File: config.mk
export PLATFORM = sky130hd
export DESIGN_NAME = operand_fetch
export DESIGN_NICKNAME = d
export VERILOG_FILES = /design/src/rtl/operand_fetch.sv
export SDC_FILE = /design/constraint.sdc
export NUM_CORES = 1
export LEC_CHECK = 0
export BUFFER_PORTS_ARGS = -buffer_cell sky130_fd_sc_hd__buf_4
export CAP_MARGIN = 20
export CORE_MARGIN = 2
export CORE_UTILIZATION = 30
export CTS_BUF_LIST = sky130_fd_sc_hd__clkbuf_16
export CTS_CLUSTER_DIAMETER = 120
export DETAILED_ROUTE_END_ITERATION = 16
export GPL_TIMING_DRIVEN = 0
export PLACE_DENSITY_LB_ADDON = 0.12
export SYNTH_ARGS = -nofsm -noshare
export SYNTH_HDL_FRONTEND = slang
export SYNTH_SLANG_ARGS = --single-unit
export TNS_END_PERCENT = 10
File: constraint.sdc
create_clock -name clk -period 7.92 [get_ports clk]
set_clock_uncertainty 0.1 [all_clocks]
set_input_delay 1.584 -clock clk [delete_from_list [all_inputs] [get_ports clk]]
set_output_delay 1.584 -clock clk [all_outputs]
set_load 0.005 [all_outputs]
File: src/rtl/operand_fetch.sv
// Operand fetch stage: register file, per-register busy scoreboard and a one-entry operand register toward the ALU.
// Optional write-back forwarding into captured operands is enabled by defining ICE_RISC_OF_BYPASS_EN.
module operand_fetch #(
    parameter int NREGS = 16
) (
    input  logic        clk,
    input  logic        rst,
    input  logic        in_valid,
    output logic        in_ready,
    input  logic [3:0]  in_rs1,
    input  logic [3:0]  in_rs2,
    input  logic [3:0]  in_rd,
    input  logic [31:0] in_imm,
    input  logic        in_use_imm,
    input  logic [3:0]  in_aluop,
    output logic        out_valid,
    input  logic        out_ready,
    output logic [31:0] out_a,
    output logic [31:0] out_b,
    output logic [3:0]  out_aluop,
    output logic [3:0]  out_rd,
    input  logic        wb_en,
    input  logic [3:0]  wb_rd,
    input  logic [31:0] wb_data
);
    logic [31:0]      regFile [NREGS];
    logic [NREGS-1:0] busy;
    logic [NREGS-1:0] busyNext;
    logic             wbWrite;
    logic             accept;
    logic             hazard;
    logic             rs1Busy;
    logic             rs2Busy;
    logic [31:0]      rs1Val;
    logic [31:0]      rs2Val;
    logic [31:0]      opA;
    logic [31:0]      opB;

    assign wbWrite = wb_en && (wb_rd != 4'd0);
    assign rs1Val  = (in_rs1 == 4'd0) ? 32'd0 : regFile[in_rs1];
    assign rs2Val  = (in_rs2 == 4'd0) ? 32'd0 : regFile[in_rs2];

`ifdef ICE_RISC_OF_BYPASS_EN
    logic fwd1;
    logic fwd2;

    // A source being written back this cycle takes the new value and is no longer a hazard.
    assign fwd1    = wbWrite && (wb_rd == in_rs1);
    assign fwd2    = wbWrite && (wb_rd == in_rs2);
    assign rs1Busy = busy[in_rs1] && !fwd1;
    assign rs2Busy = busy[in_rs2] && !fwd2;
    assign opA     = fwd1 ? wb_data : rs1Val;
    assign opB     = in_use_imm ? in_imm : (fwd2 ? wb_data : rs2Val);
`else
    assign rs1Busy = busy[in_rs1];
    assign rs2Busy = busy[in_rs2];
    assign opA     = rs1Val;
    assign opB     = in_use_imm ? in_imm : rs2Val;
`endif

    assign hazard   = rs1Busy || (!in_use_imm && rs2Busy);
    assign in_ready = !rst && (!out_valid || out_ready) && !hazard;
    assign accept   = in_valid && in_ready;

    // Set after clear so a new destination claim beats a same-cycle write-back.
    always_comb begin
        busyNext = busy;
        if (wbWrite) begin
            busyNext[wb_rd] = 1'b0;
        end
        if (accept && (in_rd != 4'd0)) begin
            busyNext[in_rd] = 1'b1;
        end
        busyNext[0] = 1'b0;
    end

    always_ff @(posedge clk) begin
        if (rst) begin
            for (int i = 0; i < NREGS; i++) begin
                regFile[i] <= 32'd0;
            end
            busy      <= '0;
            out_valid <= 1'b0;
            out_a     <= 32'd0;
            out_b     <= 32'd0;
            out_aluop <= 4'd0;
            out_rd    <= 4'd0;
        end else begin
            if (wbWrite) begin
                regFile[wb_rd] <= wb_data;
            end
            busy <= busyNext;
            if (accept) begin
                out_valid <= 1'b1;
                out_a     <= opA;
                out_b     <= opB;
                out_aluop <= in_aluop;
                out_rd    <= in_rd;
            end else if (out_ready) begin
                out_valid <= 1'b0;
            end
        end
    end
endmodule

==> results.cfg <==
[run_status]
outcome = completed

[yosys]
netlist_instances = 2147
yosys.area.top_type = edfxtp_1
synth_area_leaders = edfxtp_1, mux4_2, and2_1
syn_area_um2 = 31110
synthArstFlopShare_pct = 0
postSynthAreaPerCell_um2 = 14.49
synth.most_common_cell = edfxtp_1
synth.top_cell.area_share_pct = 49.42
synth_cell_types = 42
synth_edf_count = 512
synth-main-ff-cell = edfxtp_1
ys_seq_area_share_pct = 55.08
synth_common_cells = edfxtp_1, and2_1, mux4_2, clkbuf_1, mux2_2
ys.warnings.count = 0
synth.ff_latch_count = 600

[sta]
slew_headroom_pct = 19.98
clock.fmax_mhz = 181.7
setup_slack_ns = 2.415
finalCriticalPeriod_ns = 5.505
setup_viol = 0
rsz0062_at_grt = no
period_share_pct = 69.50
tightest_slew_ns = 1.200
drv_slew = 0
hold_viol = 0
fin_setup_tns_ns = 0

[clocking]
cts_setup_buffers = 0
cts_tree = done
clock_path_buffers = 3
cts_buffers = 73
cts_resized = 0
clk_pin_slew_ns = 0.05
htree_num_levels = 3
cts.sink_count = 600
clk_latency_ns = 0.64
root_buffer = clkbuf_16
hold_buffers = 0

[floorplanning]
dieArea_um2 = 106300
die_x_um = 326.0
die_h_um = 326.0
rows = 118
initial_utilization_pct = 30.15
core_area_um2 = 103200
pin_count = 164

[worst_setup_path]
critical_path_buf_inv_count = 5
r2r_setup_slack_ns = 5.03
worst-path-max-fanout = 10
required_ns = 6.24
crit_chain = buf_4 > buf_2 > nand2_1 > o2111a_1 > o311a_1 > o22ai_1 > buf_2 > inv_1 > buf_4
crit_slowest_cell = o22ai_1
critPathMaxStageDelay_ns = 0.43
r2r-end = out_a[20]
critPathLaunch = in_rs1[2]
r2r_cells = 7
crit_arrival_ns = 3.82
path_delay_family = buffers and inverters
end_kind = primary output
worstSetupPathType = input port to primary output
cp-start-kind = input port
r2r_start = busy[7]

[pwr]
power_frac_comb_pct = 13.0
pwr_density_cell_nw_per_um2 = 222.1
p_sw_uw = 2120
power_uw = 8219
vdd_drop_max_v = 0.0001407
p_leak_uw = 0.01310
power.share.switching_pct = 25.80
power_frac_clock_pct = 41.7
p_int_uw = 6098
seq_power_share_pct = 45.3

[finish]
regArea_um2 = 17140
multi_input_area_um2 = 13190
area_growth_pct = 18.96
fin_nets = 2522
nFillCells = 9936
drive_gt1_share_pct = 29.52

[route]
drtIter0Drc = 2147
remaining_drc_errors = 0
viasPerCell = 5.312
ant_nets = 0
wl_per_cell_um = 32.24
drt_first_pass_iters = 5
drt-total-wl_mm = 124.9
via_count = 20580

[global_route]
first_global_vias = 21350
antenna_found_initial = 13
grt_remaining_overflow = 0
track_usage_pct = 23.29
grt_first_pass_wirelength_mm = 171.4
grt_max_degree = 34

[place]
place_ws_ns = 2.328
port_buffers = 157
routabilityCongestion = 0.8587
dp_hpwl_mm = 87.34

[worst_hold_path]
holdCritStartpoint = out_b[16]
hp-class = register to register
whs_endpoint = out_b[16]
whs_path_depth = 2

[flow_run]
max_cap_viol_count = 0
[routing by layer]
layer  routed length, um  global-route usage (%)
met1               52560                   30.88
met2               60480                   38.86
met3                8566                   4.250
met4                3257                   6.792
met5                  26                       0
[worst register-to-register path, cell delays in order (launching register included)]
cell	delay, ns
dfxtp_1	0.38
mux2i_1	0.10
mux4_2	0.48
and3b_1	0.23
o22ai_1	0.40
buf_2	0.50
buf_4	0.40
o32ai_2	0.15
[power by group through the flow]
stage | combinational, uW | clock [uW] | sequential [uW]
final | 1070 | 3430 | 3720
after global routing | 1120 | 3600 | 3740
after CTS | 1080 | 3480 | 3720
after detailed placement | 1080 | 0 | 3790
after global placement | 1040 | 0 | 3780
after floorplan | 600 | 0 | 3750
[worst max-delay path by stage]
| stage | end | slack [ns] | cells past startpoint |
|---|---|---|---|
| 5_1_grt | in_ready | 2.32 | 8 |
| 6_report | in_ready | 2.42 | 9 |
| 4_1_cts | in_ready | 2.47 | 9 |
| 3_3_place_gp | regFile[6][1] | 1.48 | 5 |
| 2_1_floorplan | in_ready | 3.31 | 7 |
| 3_5_place_dp | regFile[6][2] | 2.33 | 6 |
[cell type report]
cell class                 count  share of cell area [%]
sequential                   600                   46.30
multi-input combinational   1352                   35.64
clock buffer                  75                   5.071
tap                         1380                   4.665
timing repair buffer         179                   4.314
buffer                       204                   2.353
clock inverter                61                   1.423
inverter                      22                  0.2231
antenna                        1                0.006761
[through the flow]
stage	utilization (%)	cell area (um2)	hold slack [ns]	cells
after detailed placement	33.53	34600	0.3607	3737
after global routing	35.86	37010	0.3966	3874
after global placement	33.08	34130	0.3600	3715
final	35.86	37010	0.3783	3874
after floorplan	-	31230	0.3397	2178
after CTS	35.86	37010	0.3751	3873
[kinds of logic after synthesis]
kind of cell | share of synthesized area (%)
AO/OA/AOI/OAI | 4.613
flip-flops | 55.08
buffers and inverters | 3.052
AND/OR/NAND/NOR | 13.60
multiplexers | 23.64
other | 0.01205
[state kept, by name (all words and copies together), names as in the netlist]
signal	count
busy	15
out_a	32
out_aluop	4
out_b	32
out_rd	4
out_valid	1
regFile	512
[cells in the final DEF (no fill, tap or decap), drive strengths merged, types with 33 or more instances in the layout]
master,n
clkinv,33
buf,250
nor3,36
and2,481
inv,41
mux2,137
edfxtp,512
clkbuf,208
nor2b,33
o32ai,44
mux4,227
mux2i,70
nand2b,74
dfxtp,88
o22ai,37
nor2,65
a21oi,34
Note: power is estimated with default switching activity, not from simulation.
